**config.mk**
```make
export PLATFORM = sky130hd
export DESIGN_NAME = mod_inverse
export DESIGN_NICKNAME = d
export VERILOG_FILES = /design/src/rtl/mod_inverse.sv
export SDC_FILE = /design/constraint.sdc
export NUM_CORES = 1
export LEC_CHECK = 0
export BUFFER_PORTS_ARGS = -buffer_cell sky130_fd_sc_hd__buf_2
export CAP_MARGIN = 30
export CORE_MARGIN = 2
export CORE_UTILIZATION = 40
export DETAILED_ROUTE_END_ITERATION = 10
export GPL_TIMING_DRIVEN = 0
export PLACE_DENSITY_LB_ADDON = 0.15
export SLEW_MARGIN = 40
export SYNTH_ARGS = -nofsm -noshare
export SYNTH_HDL_FRONTEND = slang
export SYNTH_SLANG_ARGS = --single-unit
```
**constraint.sdc**
```tcl
create_clock -name i_clk -period 5.11 [get_ports i_clk]
set_input_delay 0.511 -clock i_clk [delete_from_list [all_inputs] [get_ports i_clk]]
set_output_delay 0.511 -clock i_clk [all_outputs]
set_load 0.005 [all_outputs]
```
**src/rtl/mod_inverse.sv**
```systemverilog
// mod_inverse: sequential modular inverter, inverse = a^-1 mod P.
// Binary extended Euclid using only shifts, compares and add/sub, so no
// multiplier is needed. One state visit per clock. P must be odd and > 2.
module mod_inverse #(
  parameter int                WIDTH = 16,
  parameter logic [WIDTH-1:0]  P     = 16'd65521
) (
  input  logic             i_clk,
  input  logic             i_reset,
  input  logic             i_start,
  input  logic [WIDTH-1:0] i_a,
  output logic             o_busy,
  output logic             o_done,
  output logic             o_error,
  output logic [WIDTH-1:0] o_inverse
);

  // Explicit encoding keeps the state register easy to read in waveforms.
  typedef enum logic [2:0] {
    S_IDLE    = 3'd0,
    S_LOAD    = 3'd1,
    S_HALVE_U = 3'd2,
    S_HALVE_V = 3'd3,
    S_SUB     = 3'd4,
    S_DONE    = 3'd5
  } state_t;

  // x1/x2 carry one guard bit so that x+P never overflows before the shift.
  localparam logic [WIDTH:0]   PX   = {1'b0, P};
  localparam logic [WIDTH-1:0] ONE  = {{(WIDTH-1){1'b0}}, 1'b1};
  localparam logic [WIDTH:0]   ONEX = {{WIDTH{1'b0}}, 1'b1};

  state_t           r_state, w_state_nxt;
  logic [WIDTH-1:0] r_a, w_a_nxt;
  logic [WIDTH-1:0] r_u, w_u_nxt;
  logic [WIDTH-1:0] r_v, w_v_nxt;
  logic [WIDTH:0]   r_x1, w_x1_nxt;
  logic [WIDTH:0]   r_x2, w_x2_nxt;
  logic             r_error, w_error_nxt;
  logic [WIDTH-1:0] r_inverse, w_inverse_nxt;

  // x/2 mod P: an odd x is made even by adding P (P odd) before halving.
  function automatic logic [WIDTH:0] halve_mod(input logic [WIDTH:0] x);
    logic [WIDTH:0] s;
    s = x[0] ? (x + PX) : x;
    return s >> 1;
  endfunction

  // (x - y) mod P for x, y already reduced; x+P fits in WIDTH+1 bits.
  function automatic logic [WIDTH:0] sub_mod(input logic [WIDTH:0] x,
                                             input logic [WIDTH:0] y);
    return (x >= y) ? (x - y) : (x + PX - y);
  endfunction

  // Next-state and datapath update; every target defaults to its register.
  always_comb begin
    w_state_nxt   = r_state;
    w_a_nxt       = r_a;
    w_u_nxt       = r_u;
    w_v_nxt       = r_v;
    w_x1_nxt      = r_x1;
    w_x2_nxt      = r_x2;
    w_error_nxt   = r_error;
    w_inverse_nxt = r_inverse;
    unique case (r_state)
      S_IDLE: begin
        if (i_start) begin
          w_state_nxt   = S_LOAD;
          w_a_nxt       = i_a;
          w_error_nxt   = 1'b0;
          w_inverse_nxt = '0;
        end
      end
      S_LOAD: begin
        if ((r_a == '0) || (r_a >= P)) begin
          // No inverse exists for 0 or an unreduced operand.
          w_state_nxt   = S_DONE;
          w_error_nxt   = 1'b1;
          w_inverse_nxt = '0;
        end else begin
          w_state_nxt = S_HALVE_U;
          w_u_nxt     = r_a;
          w_v_nxt     = P;
          w_x1_nxt    = ONEX;
          w_x2_nxt    = '0;
        end
      end
      S_HALVE_U: begin
        if ((r_u == ONE) || (r_v == ONE)) begin
          w_state_nxt   = S_DONE;
          w_inverse_nxt = (r_u == ONE) ? r_x1[WIDTH-1:0] : r_x2[WIDTH-1:0];
        end else if (!r_u[0]) begin
          w_u_nxt  = r_u >> 1;
          w_x1_nxt = halve_mod(r_x1);
        end else begin
          w_state_nxt = S_HALVE_V;
        end
      end
      S_HALVE_V: begin
        if (!r_v[0]) begin
          w_v_nxt  = r_v >> 1;
          w_x2_nxt = halve_mod(r_x2);
        end else begin
          w_state_nxt = S_SUB;
        end
      end
      S_SUB: begin
        // Both u and v are odd here, so the difference is even and the
        // next HALVE_U pass makes progress.
        if (r_u >= r_v) begin
          w_u_nxt  = r_u - r_v;
          w_x1_nxt = sub_mod(r_x1, r_x2);
        end else begin
          w_v_nxt  = r_v - r_u;
          w_x2_nxt = sub_mod(r_x2, r_x1);
        end
        w_state_nxt = S_HALVE_U;
      end
      S_DONE: begin
        // Result holds until a new request; a restart clears it.
        if (i_start) begin
          w_state_nxt   = S_LOAD;
          w_a_nxt       = i_a;
          w_error_nxt   = 1'b0;
          w_inverse_nxt = '0;
        end
      end
      default: begin
        w_state_nxt = S_IDLE;
      end
    endcase
  end

  // State and datapath registers; reset wipes everything immediately.
  always_ff @(posedge i_clk or posedge i_reset) begin
    if (i_reset) begin
      r_state   <= S_IDLE;
      r_a       <= '0;
      r_u       <= '0;
      r_v       <= '0;
      r_x1      <= '0;
      r_x2      <= '0;
      r_error   <= 1'b0;
      r_inverse <= '0;
    end else begin
      r_state   <= w_state_nxt;
      r_a       <= w_a_nxt;
      r_u       <= w_u_nxt;
      r_v       <= w_v_nxt;
      r_x1      <= w_x1_nxt;
      r_x2      <= w_x2_nxt;
      r_error   <= w_error_nxt;
      r_inverse <= w_inverse_nxt;
    end
  end

  // Status decodes straight from the state so reset clears them at once.
  assign o_busy    = (r_state == S_LOAD)    || (r_state == S_HALVE_U) ||
                     (r_state == S_HALVE_V) || (r_state == S_SUB);
  assign o_done    = (r_state == S_DONE);
  assign o_error   = r_error;
  assign o_inverse = r_inverse;

  // Coefficients must stay reduced modulo P after every update.
  a_x_reduced: assert property (@(posedge i_clk) disable iff (i_reset)
                                (r_x1 < PX) && (r_x2 < PX));

endmodule

```
======== Word-level counts from Yosys, hierarchy flattened ========
Index checks and enable logic that the tools add are counted.
storage, ports and cells
  word-level logic and storage cells ...... 96
  bits of input ports ..................... 19
  output and inout bits ................... 19
  flip-flop bits (word level) ............. 102
operators by class
  order comparisons ....................... 4
  muxes and demuxes ....................... 36
  reductions and logical operators ........ 20
  $add $sub $neg .......................... 8
  eq/ne operators ......................... 18
operators with widths
  kind                                                       number
  2-to-1 mux 17 bit                                          11
  2-to-1 mux 16 bit                                          11
  case mux 16 bit (3 select lines)                           3
  case mux 17 bit (3 select lines)                           2
  subtractor 17 bit                                          4
  adder 17 x 16 -> 17 bit, second input constant             2
  greater-or-equal comparator 17 bit                         2
  equality test 16 x 1 -> 1 bit, second input constant       2
  subtractor 16 bit                                          2
  inequality test 2 bit, second input constant               9
  greater-or-equal comparator 16 bit                         1
  greater-or-equal comparator 16 bit, second input constant  1
  logical NOT 16 bit                                         1
  2-to-1 mux 3 bit                                           5
  case mux 3 bit (5 select lines)                            1
  AND reduction 4 bit                                        3
  AND reduction 3 bit                                        3
  nonzero test 3 bit                                         3
  equality test 3 x 2 -> 1 bit, second input constant        2
  equality test 3 bit, second input constant                 2
  logical OR 1 bit                                           5
  AND reduction 5 bit                                        1
  equality test 3 x 1 -> 1 bit, second input constant        1
  logical NOT 3 bit                                          1
  7 further kinds                                            8

======== Longest topological paths before layout ========
Gate-level depths: netlist of run 1.
  depth after elaboration ................. 5
  mapped depth ............................ 15
  mapped depth without buffers ............ 15

======== Least setup slack after synthesis of run 1 ========
Ideal clock, no wire load.
  kind .................................... register to register
  from .................................... register r_x2[0]
  to ...................................... register r_x2[14]
  cell stages (with the launch flop) ...... 15
  setup slack ............................. 1.814 ns
  period minus slack after synthesis ...... 3.296 ns
  setup time .............................. 0.065 ns
  arrival ................................. 3.231 ns
  cell sequence ........................... dfrtp_1 ha_1 a311oi_4 nand4_2 or3_1 buf_2 xnor2_1 ha_1 a21oi_1 o21bai_1 o21ai_0 a21oi_1 or3_1 a21oi_1 o22a_1
between the ends
  cells in the longest elaborated chain, start to end .. 5
  elaborated cells between the ends (all ways) .. 9
ends and longest elaborated chain
  element                               RTL line  source
  start, declared                       38        logic [WIDTH:0] r_x2, w_x2_nxt;
  start signal, assigned                151       r_x2 <= w_x2_nxt;
  adder 17 x 16 -> 17 bit               45, 52
  subtractor 17 bit                     52        return (x >= y) ? (x - y) : (x + PX - y);
  2-to-1 mux 17 bit                     52
  2-to-1 mux 17 bit                     110       if (r_u >= r_v) begin
  case mux 17 bit (3 select lines) (*)  65        unique case (r_state)
Mark *: on every way between the ends. The rest lies on a longest branch, timed or not. The select of a mux whose other input is x is not followed.
A chain may end at the register's enable or synchronous reset.

======== Final worst setup path of run 1 ========
  from .................................... register r_x2[0]
  to ...................................... register r_x2[16]
between the ends
  cells in the longest elaborated chain, start to end .. 5
  elaborated cells between the ends (all ways) .. 7
ends and longest elaborated chain
  element                               RTL line
  adder 17 x 16 -> 17 bit               52
  subtractor 17 bit                     52
  2-to-1 mux 17 bit (*)                 52
  2-to-1 mux 17 bit (*)                 110
  case mux 17 bit (3 select lines) (*)  65
Marks and branches as above.

==> results of run 1 <==
## Yosys cell counts, types with 19 or more instances
cell type,n
buf_2,28
nand2_1,96
o21a_1,19
a31oi_1,21
o31ai_1,21
nand3_1,27
inv_1,93
nor2_1,136
ha_1,98
dfrtp_1,102
xnor2_1,103
a21o_1,35
nor3_1,31
a21oi_1,131
clkbuf_1,42
xor2_1,23
o21ai_0,64
## worst max-delay path by stage
stage | from | endpoint | slack [ps] | depth (start not counted)
floorplan | r_x2[0]$_DFFE_PP0P_ | r_x2[14]$_DFFE_PP0P_ | 1810 | 14
global placement | i_reset | o_inverse[4]$_DFFE_PP0P_ | 190 | 2
detailed placement | r_x2[0]$_DFFE_PP0P_ | r_x2[16]$_DFFE_PP0P_ | 1260 | 15
CTS | r_x2[0]$_DFFE_PP0P_ | r_x2[16]$_DFFE_PP0P_ | 1200 | 15
global route | r_x2[0]$_DFFE_PP0P_ | r_x2[16]$_DFFE_PP0P_ | 860 | 15
finish | r_x2[0]$_DFFE_PP0P_ | r_x2[16]$_DFFE_PP0P_ | 1150 | 15
## placed cells by master, fill, tap and decap left out, types with 7 or more instances in the layout
| cell | n |
|---|---|
| a211oi_1 | 7 |
| a21o_1 | 35 |
| a21oi_1 | 131 |
| a221oi_1 | 15 |
| a222oi_1 | 11 |
| a22oi_1 | 9 |
| a31oi_1 | 21 |
| and3_1 | 7 |
| buf_2 | 65 |
| buf_4 | 8 |
| clkbuf_1 | 41 |
| clkbuf_16 | 9 |
| dfrtp_1 | 102 |
| ha_1 | 98 |
| inv_1 | 92 |
| mux2_2 | 17 |
| mux2i_1 | 17 |
| nand2_1 | 96 |
| nand2b_1 | 16 |
| nand3_1 | 27 |
| nand4_1 | 15 |
| nor2_1 | 136 |
| nor2b_1 | 12 |
| nor3_1 | 30 |
| nor4_1 | 14 |
| o211ai_1 | 14 |
| o21a_1 | 19 |
| o21ai_0 | 64 |
| o21ai_1 | 7 |
| o21bai_1 | 9 |
| o31ai_1 | 21 |
| or3_1 | 10 |
| xnor2_1 | 103 |
| xor2_1 | 23 |
## state kept, by name (all words and copies together) (netlist names)
register / cells
o_error: 1
r_v: 16
r_x2: 17
r_state: 3
r_a: 16
r_x1: 17
o_inverse: 16
r_u: 16
## metal layers
metal	GRT usage	vias up	share of wire
li1	-	4935	-
met1	0.3021	4914	0.42
met2	0.4547	231	0.51
met3	0.02750	57	0.037
met4	0.08242	0	0.028
met5	0	-	0
## layout make-up
| class | count | share of cell area |
|---|---|---|
| multi-input cells | 1077 | 0.6392 |
| flip-flops and latches | 102 | 0.2178 |
| well taps | 341 | 0.03641 |
| plain buffers | 81 | 0.03235 |
| inverters | 93 | 0.03043 |
| clock buffers | 9 | 0.01922 |
| repair buffers | 38 | 0.01815 |
| clock inverters | 7 | 0.006407 |
## metrics by stage
stage | setup WS [ps] | utilization | hold slack, ps | instance area [µm²] | instances
final | 1151 | 0.4397 | 85.16 | 11720 | 1748
after global routing | 859.3 | 0.4397 | 98.33 | 11720 | 1748
after CTS | 1199 | 0.4396 | 84.45 | 11720 | 1748
after detailed placement | 1261 | 0.4284 | 460.8 | 11420 | 1732
after global placement | 193.4 | 0.4268 | 460.9 | 11370 | 1731
after floorplan | 1814 | - | 472.6 | 10760 | 1353
## cells by family (layout without fill, tap and decap cells)
family / Yosys count / in the layout / share of synthesized area
compound gates: 422 / 422 / 0.2621
xor+xnor: 126 / 126 / 0.1025
fa+ha+maj: 104 / 104 / 0.1251
buf+inv: 174 / 228 / 0.06743
flops: 102 / 102 / 0.2372
mux: 34 / 34 / 0.03360
simple gates: 391 / 391 / 0.1721
==> results by group, run 1 <==
CTS
  – Post-CTS Setup Repair Bufs: 0
  – Sinks on Clock Net: between 100 and 150
  – Clk_lat worst skew: approximately 380 ps
  – Number of buffers created by CTS: 9
  – Clk buf depth: 2
  – Clock slew at reported path FFs: 90 ps
  – Hold-fix buffers, CTS: 0
  – H-tree levels: 3
  – Root buf cell: clkbuf_16
  – CTS tree: built
  – CTS resizes: 0

Timing
  – Clock skew: roughly 12 ps
  – Max Fclk: approximately 250 MHz
  – Max_slew headroom: 0.4550
  – Hold Vio Cnt, Final: 0
  – Final setup fails: 0
  – Max-slew violations: 0
  – Period utilisation layout: 0.7749
  – Fin Setup TNS: 0 ps
  – Final min period: roughly 4000 ps
  – Unrepaired setup endpoints after global routing: false
  – Worst-Margin Slew: 817.5 ps

Worst setup path
  – R2r worst-path depth: 15
  – Crit end category: register
  – Crit path DAT: between 4000 and 5000 ps
  – Critical path class: reg2reg
  – CP Max Fanout: 9
  – WP buf/inv: 1
  – Worst reg2reg path startpoint: r_x2[0]$_DFFE_PP0P_
  – Largest stage delay, worst path: around 580 ps
  – Crit-path cells: ha_1, a311oi_4, nand4_2, or3_1, buf_2, xnor2_1, ha_1, a21oi_1, o21bai_1, o21ai_0, a21oi_1, o21a_1, nor2_1, xnor2_1, o21ai_1
  – Reg2reg setup slack: approximately 1200 ps
  – Startpoint Class: register
  – Crit path max-delay family: compound AO/OA/AOI/OAI gates
  – CP max stage cell: dfrtp_1
  – R2R Path End: r_x2[16]$_DFFE_PP0P_
  – WP data required: between 5000 and 6000 ps

Floorplanning
  – Row count: 60
  – I/O pins: 38
  – Area of the die: roughly 28,000 µm²
  – Width of the die: approximately 170 µm
  – DIE HEIGHT: 168.0 µm
  – Starting density of the core: 0.4038
  – Core area: ~27,000 µm²

Drt
  – Residual DRC count: 0
  – Iter 0 DRT Violations: between 800 and 900
  – Pre-antenna DRT Iters: 9
  – Mean routed wirelength per cell: between 15 and 20 µm
  – Post-route ant nets: 0
  – Vias per cell: a little under 6
  – DR vias: between 10,000 and 15,000
  – DRT Wirelength: around 35 mm

Global routing
  – Vias in the first global route: 9,949
  – First-pass GRT wire length: 54.83 mm
  – Largest net degree at the start of global routing: 70
  – Initial antenna violation count: 0
  – Grt ovf: 0
  – GRT Total Usage: 0.2480

Synthesis
  – Primary FF master, synth: dfrtp_1
  – Post-synth top area cell: dfrtp_1
  – Netlist Area Pre-Place: between 10,000 and 15,000 µm²
  – Synth top area share: 0.2372
  – Syn_area_per_cell: about 8 µm²
  – Synth area leaders: dfrtp_1 (24%), ha_1 (11%), xnor2_1 (8.4%)
  – EDFF count, synth: 0
  – Synth Warn #: 0
  – Post-Synthesis Cells: between 1,000 and 1,500
  – Synthesized Nets: between 1,000 and 1,500
  – FFs w/ async S/R, synth: 1.000
  – Post-synth cell types: 80
  – Post-synthesis sequential area ratio: 0.2372
  – Synth Register Bits: approximately 100

Cells and area
  – Nets: 1,525
  – Share of layout cells above drive strength 1: 0.1016
  – Antenna cells: 0
  – Area growth syn-to-layout: 8.870%
  – Fillers: about 2,800
  – Reg area: approximately 2600 µm²
  – Area of the multi-input gates: between 7000 and 8000 µm²

Outcome
  – Status: completed

Flow run
  – Number of max-cap violations: 0

Placement
  – Gp weighted congestion: between 0.8 and 0.9
  – HPWL after detailed placement: 27.27 mm
  – Input/output buffers: 37

Min path
  – Hold/Removal Path Class: in2async
Power of run 1 is left out: the tool's default activity adds up to more than one toggle a clock period on the data nets, which glitch-free logic cannot reach.
==> run 2: changes to the inputs <==
- clock period: 5.11 -> 3.5 ns (I/O delays scaled with it)
==> run 2 against run 1 <==
  * Sequential cell count stayed put
  * Die area stayed put
  * Final cell count rose by 1.7%
  * Critical path depth up 1
  * Core utilization is 1.9 points higher
  * Via count grew 1.6%
  * Maximum frequency rose by 18%
  * Wire length rose by 1.7%
  * First-iteration DRC count up 3.0%
  * Worst hold slack gained 110 ps
  * Global-route usage rose by 0.091 points
  * Highest routed layer unchanged
==> results by group, run 2 (same netlist as run 1, synthesis figures left out) <==
Floorplanning
  – Row count: 60
  – Starting density of the core: 0.4038
  – Width of the die: 168.0 µm
  – Core area: about 27,000 µm²
  – I/O pins: 38
  – DIE HEIGHT: 168.0 µm
  – Area of the die: roughly 28,000 µm²

Drt
  – Residual DRC count: 0
  – Pre-antenna DRT Iters: 8
  – DR vias: between 10,000 and 15,000
  – Vias per cell: between 5 and 6
  – Iter 0 DRT Violations: 850
  – Post-route ant nets: 0
  – Mean routed wirelength per cell: approximately 20 µm
  – DRT Wirelength: 35.38 mm

Cells and area
  – Largest regs: r_x1 (17), r_x2 (17)
  – Antenna cells: 0
  – Nets: 1,555
  – Share of layout cells above drive strength 1: 0.1475
  – Most frequent cells in the layout: nor2_1 (134), a21oi_1 (126), xnor2_1 (102)
  – Final design utilization: 0.4586
  – Commonest non-fill, non-tap cell in the layout: nor2_1
  – Post-Layout Cell Count: ~1,800
  – Area growth syn-to-layout: 13.57%

CTS
  – Clk_lat worst skew: around 380 ps
  – H-tree levels: 3
  – Sinks on Clock Net: just over 100
  – Clk buf depth: 2
  – Clock slew at reported path FFs: 90 ps
  – Number of buffers created by CTS: 9
  – Root buf cell: clkbuf_16
  – CTS tree: built

Timing
  – Clock skew: 15.31 ps
  – Final min period: 3365 ps
  – Hold Vio Cnt, Final: 0
  – Hold WS: ~190 ps
  – Max_slew headroom: 0.4567
  – Fin Setup TNS: 0 ps
  – Period utilisation layout: 0.9613
  – Max Fclk: 297.2 MHz
  – Final setup fails: 0
  – Worst-Margin Slew: between 800 and 900 ps
  – Max-slew violations: 0

Placement
  – HPWL after detailed placement: around 27 mm
  – Gp weighted congestion: approximately 0.9
  – Input/output buffers: 37
  – Placed cells: about 1,700

Outcome
  – Status: completed

Worst setup path
  – R2r worst-path depth: 16
  – R2R Path End: r_x2[13]$_DFFE_PP0P_
  – Critical path class: reg2reg
  – Crit end category: register
  – Startpoint Class: register
  – CP Max Fanout: 5
  – Worst reg2reg path startpoint: r_x2[1]$_DFFE_PP0P_
  – WP data required: ~3700 ps
  – Reg2reg setup slack: 140 ps
  – Crit path from: r_x2[1]$_DFFE_PP0P_
  – Crit path DAT: between 3000 and 4000 ps
  – CP endpoint: r_x2[13]$_DFFE_PP0P_

Global routing
  – Initial antenna violation count: 0
  – Vias in the first global route: about 10,000
  – Grt ovf: 0
  – Largest net degree at the start of global routing: 70
  – GRT Total Usage: 0.2489
  – First-pass GRT wire length: around 55 mm

Flow run
  – Number of max-cap violations: 0

Min path
  – Hold/Removal Path Class: in2reg
==> run 2: metrics by stage <==
| stage | setup slack (ps) | cell area [µm²] |
|---|---|---|
| floorplan | 203.7 | 10760 |
| detailed placement | -349.2 | 11420 |
| global placement | -1256 | 11370 |
| global route | -35.02 | 12220 |
| finish | 135.5 | 12220 |
| CTS | 7.734 | 11820 |
==> run 2: worst max-delay path, cell delays in order (launching register included) <==
cell      delay [ps]
dfrtp_2          450
ha_4             200
a311oi_4         360
buf_4            170
buf_4            120
nand2_1           60
xnor2_1          140
ha_1             350
a21oi_1          160
nor2b_1           50
o21ai_0          210
nand2_1          140
o2111a_1         240
a21oi_1          150
a21oi_1           80
o21ai_0          220
a31oi_1          130
==> run 2: area by class of cell <==
cell class              instances  area (µm²)
plain buffers                  80       391.6
clock buffers                   9       225.2
clock inverters                 7       75.07
fillers                      2713       14430
inverters                      93       364.1
multi-input cells            1077        7730
flip-flops and latches        102        2562
well taps                     341       426.7
repair buffers                 69       447.9
==> run 2: worst min path at each step <==
stage                                         from                       end  slack, ps  cells past startpoint
after CTS                                   i_a[4]        r_a[4]$_DFFE_PP0P_        180                      2
after detailed placement                   i_reset        r_a[0]$_DFFE_PP0P_        340                      2
after floorplan           o_inverse[0]$_DFFE_PP0P_  o_inverse[0]$_DFFE_PP0P_        470                      2
after global routing                        i_a[5]        r_a[5]$_DFFE_PP0P_        190                      2
final                                       i_a[4]        r_a[4]$_DFFE_PP0P_        190                      2
after global placement    o_inverse[2]$_DFFE_PP0P_  o_inverse[2]$_DFFE_PP0P_        460                      2
==> run 2: routing by layer <==
metal	track usage	share of wire
met1	0.3025	0.42
met2	0.4571	0.52
met3	0.02750	0.037
met4	0.08318	0.027
met5	0	0
==> run 2: timing repair <==
| item | CTS | global route |
|---|---|---|
| resized for setup | 12 | 53 |
| hold buffers | 1 | 0 |
| endpoints found under the hold margin | 33 | 0 |
| pin swaps | 8 | 18 |
| setup buffers | 7 | 23 |
| endpoints found under the setup margin | 22 | 62 |
Power of run 2 is left out for the same reason.
==> run 3: changes to the inputs <==
- CELL_PAD_IN_SITES_DETAIL_PLACEMENT: default -> 0
- CELL_PAD_IN_SITES_GLOBAL_PLACEMENT: default -> 1
- CORE_UTILIZATION: 40 -> 30
- CTS_BUF_LIST: default -> sky130_fd_sc_hd__clkbuf_16
==> run 3 against run 2 <==
  * Die area increased by 32%
  * Cell area grew 0.95%
  * Critical path depth down 1
  * Worst hold slack improved by 1.9 ps
  * Wire length rose by 9.3%
  * Sequential share of layout area down 0.20 points
  * Non-clock buffer count down 2
  * Setup slack lost 68 ps
  * Critical path type unchanged
  * Highest routed layer unchanged
==> results by group, run 3 (same netlist as run 1, synthesis figures left out) <==
Worst setup path
  – Crit end category: register
  – CP Max Fanout: 6
  – Critical path class: reg2reg
  – R2R Path End: r_x1[16]$_DFFE_PP0P_
  – Startpoint Class: register
  – Worst reg2reg path startpoint: r_x1[0]$_DFFE_PP0P_
  – WP data required: around 3800 ps
  – Reg2reg setup slack: about 67 ps
  – R2r worst-path depth: 15
  – Crit path DAT: between 3000 and 4000 ps

Drt
  – Residual DRC count: 0
  – DR vias: 10,150
  – Iter 0 DRT Violations: between 600 and 700
  – Mean routed wirelength per cell: about 20 µm
  – Post-route ant nets: 0
  – Vias per cell: ~5.4
  – DRT Wirelength: 38.67 mm
  – Pre-antenna DRT Iters: 6

Cells and area
  – Final design utilization: 0.3478
  – Most frequent cells in the layout: nor2_1 (135), a21oi_1 (126), xnor2_1 (102)
  – Commonest non-fill, non-tap cell in the layout: nor2_1
  – Fillers: roughly 3,800
  – Antenna cells: 0
  – Nets: around 1,600
  – Share of layout cells above drive strength 1: 0.1477
  – Area growth syn-to-layout: 14.65%
  – Largest regs: r_x1 (17), r_x2 (17)
  – Post-Layout Cell Count: 1,896

Timing
  – Max_slew headroom: 0.4877
  – Clock skew: roughly 15 ps
  – Worst-Margin Slew: roughly 770 ps
  – Unrepaired setup endpoints after global routing: true
  – Hold Vio Cnt, Final: 0
  – Final setup fails: 0
  – Max-slew violations: 0
  – Max Fclk: about 300 MHz
  – Period utilisation layout: 0.9808
  – Final min period: 3433 ps

Global routing
  – Initial antenna violation count: 0
  – Largest net degree at the start of global routing: 53
  – Busiest grt layer: met2
  – First-pass GRT wire length: about 61 mm
  – Met1 usage: 0.2581
  – GR Layer Usage met3: 0.02667
  – M2 GR Usage: 0.3757
  – Grt ovf: 0
  – Vias in the first global route: a little over 10,000
  – GRT Total Usage: 0.2073

CTS
  – Clock slew at reported path FFs: around 90 ps
  – Sinks on Clock Net: 102
  – Root buf cell: clkbuf_16
  – Clk buf depth: 2
  – Clk_lat worst skew: 380 ps
  – CTS tree: built
  – H-tree levels: 3
  – Number of buffers created by CTS: 9

Floorplanning
  – Starting density of the core: 0.3033
  – Width of the die: 193.4 µm
  – Core area: between 30,000 and 40,000 µm²
  – I/O pins: 38
  – DIE HEIGHT: approximately 190 µm
  – Row count: 69
  – Area of the die: approximately 37,000 µm²

Flow run
  – Number of max-cap violations: 0

Outcome
  – Status: completed

Min path
  – Hold Path Sink: r_a[5]$_DFFE_PP0P_
  – Hold_sp: i_a[5]
  – Hold path cells: 2
  – Hold/Removal Path Class: in2reg

Placement
  – Placed cells: approximately 1,900
  – Input/output buffers: 37
  – Gp weighted congestion: slightly above 0.8
  – HPWL after detailed placement: 30.68 mm
run 3: changes by cell type in the layout (fill, tap and decap cells not counted), moves of 2 or more:
cell	before	now
clkbuf_1	37	35
inv_6	1	3
buf_2	61	59
clkinvlp_4	3	1
nand3_2	3	1
clkbuf_2	4	6
buf_4	39	37
nand3_1	24	26
run 3: worst max-delay path by stage:
| stage | start | to | slack, ps | cells after the start |
|---|---|---|---|---|
| 6_report | r_x1[0]$_DFFE_PP0P_ | r_x1[16]$_DFFE_PP0P_ | 70 | 15 |
| 3_3_place_gp | i_reset | o_inverse[2]$_DFFE_PP0P_ | -1440 | 2 |
| 2_1_floorplan | r_x2[0]$_DFFE_PP0P_ | r_x2[14]$_DFFE_PP0P_ | 200 | 14 |
| 4_1_cts | r_x1[2]$_DFFE_PP0P_ | r_x1[16]$_DFFE_PP0P_ | -40 | 15 |
| 5_1_grt | r_x1[0]$_DFFE_PP0P_ | r_x1[16]$_DFFE_PP0P_ | -90 | 15 |
| 3_5_place_dp | r_x2[0]$_DFFE_PP0P_ | r_x2[16]$_DFFE_PP0P_ | -390 | 15 |
run 3: final cells by class:
cell class	count	area (µm²)	share of cell area
Clock buffer	9	225.2	0.01825
Multi-Input combinational cell	1077	7705	0.6244
Tap cell	461	576.8	0.04675
Timing Repair Buffer	67	432.9	0.03508
Clock inverter	7	73.82	0.005983
Sequential cell	102	2562	0.2077
Buffer	80	402.9	0.03265
Inverter	93	360.3	0.02920
run 3: critical path: stages, from the launching register on:
cell and delay [ps]:
dfrtp_2 470, buf_4 170, a41oi_4 290, nand4_1 270, nor3_2 250, nand2_1 130, nor2_2 120, xnor2_1 70
ha_1 320, or2_2 290, o31a_1 130, a31o_2 260, a21oi_2 180, xnor2_1 90, o211ai_1 180, o21ai_1 90
run 3: timing repair:
item | CTS | global route
pin swaps | 4 | 13
hold buffers | 1 | 0
resized for setup | 21 | 48
endpoints found under the setup margin | 62 | 62
setup buffers | 8 | 20
endpoints found under the hold margin | 50 | 0
run 3: metal layers:
metal | wire [µm] | part of all wire
met2 | 19940 | 0.52
met1 | 16990 | 0.44
met5 | 0 | 0
met3 | 1003 | 0.026
met4 | 741 | 0.019
run 3: through the flow:
step	hold slack (ps)	setup TNS (ps)	cell area [µm²]	worst slack, ps
after CTS	175.0	-41.52	12020	-41.52
after global routing	187.2	-125.9	12340	-93.69
after global placement	461.1	-153900	11520	-1441
after detailed placement	399.0	-8763	11570	-393.2
final	196.5	0	12340	67.29
after floorplan	472.6	0	10760	203.7
Power of run 3 is left out for the same reason.
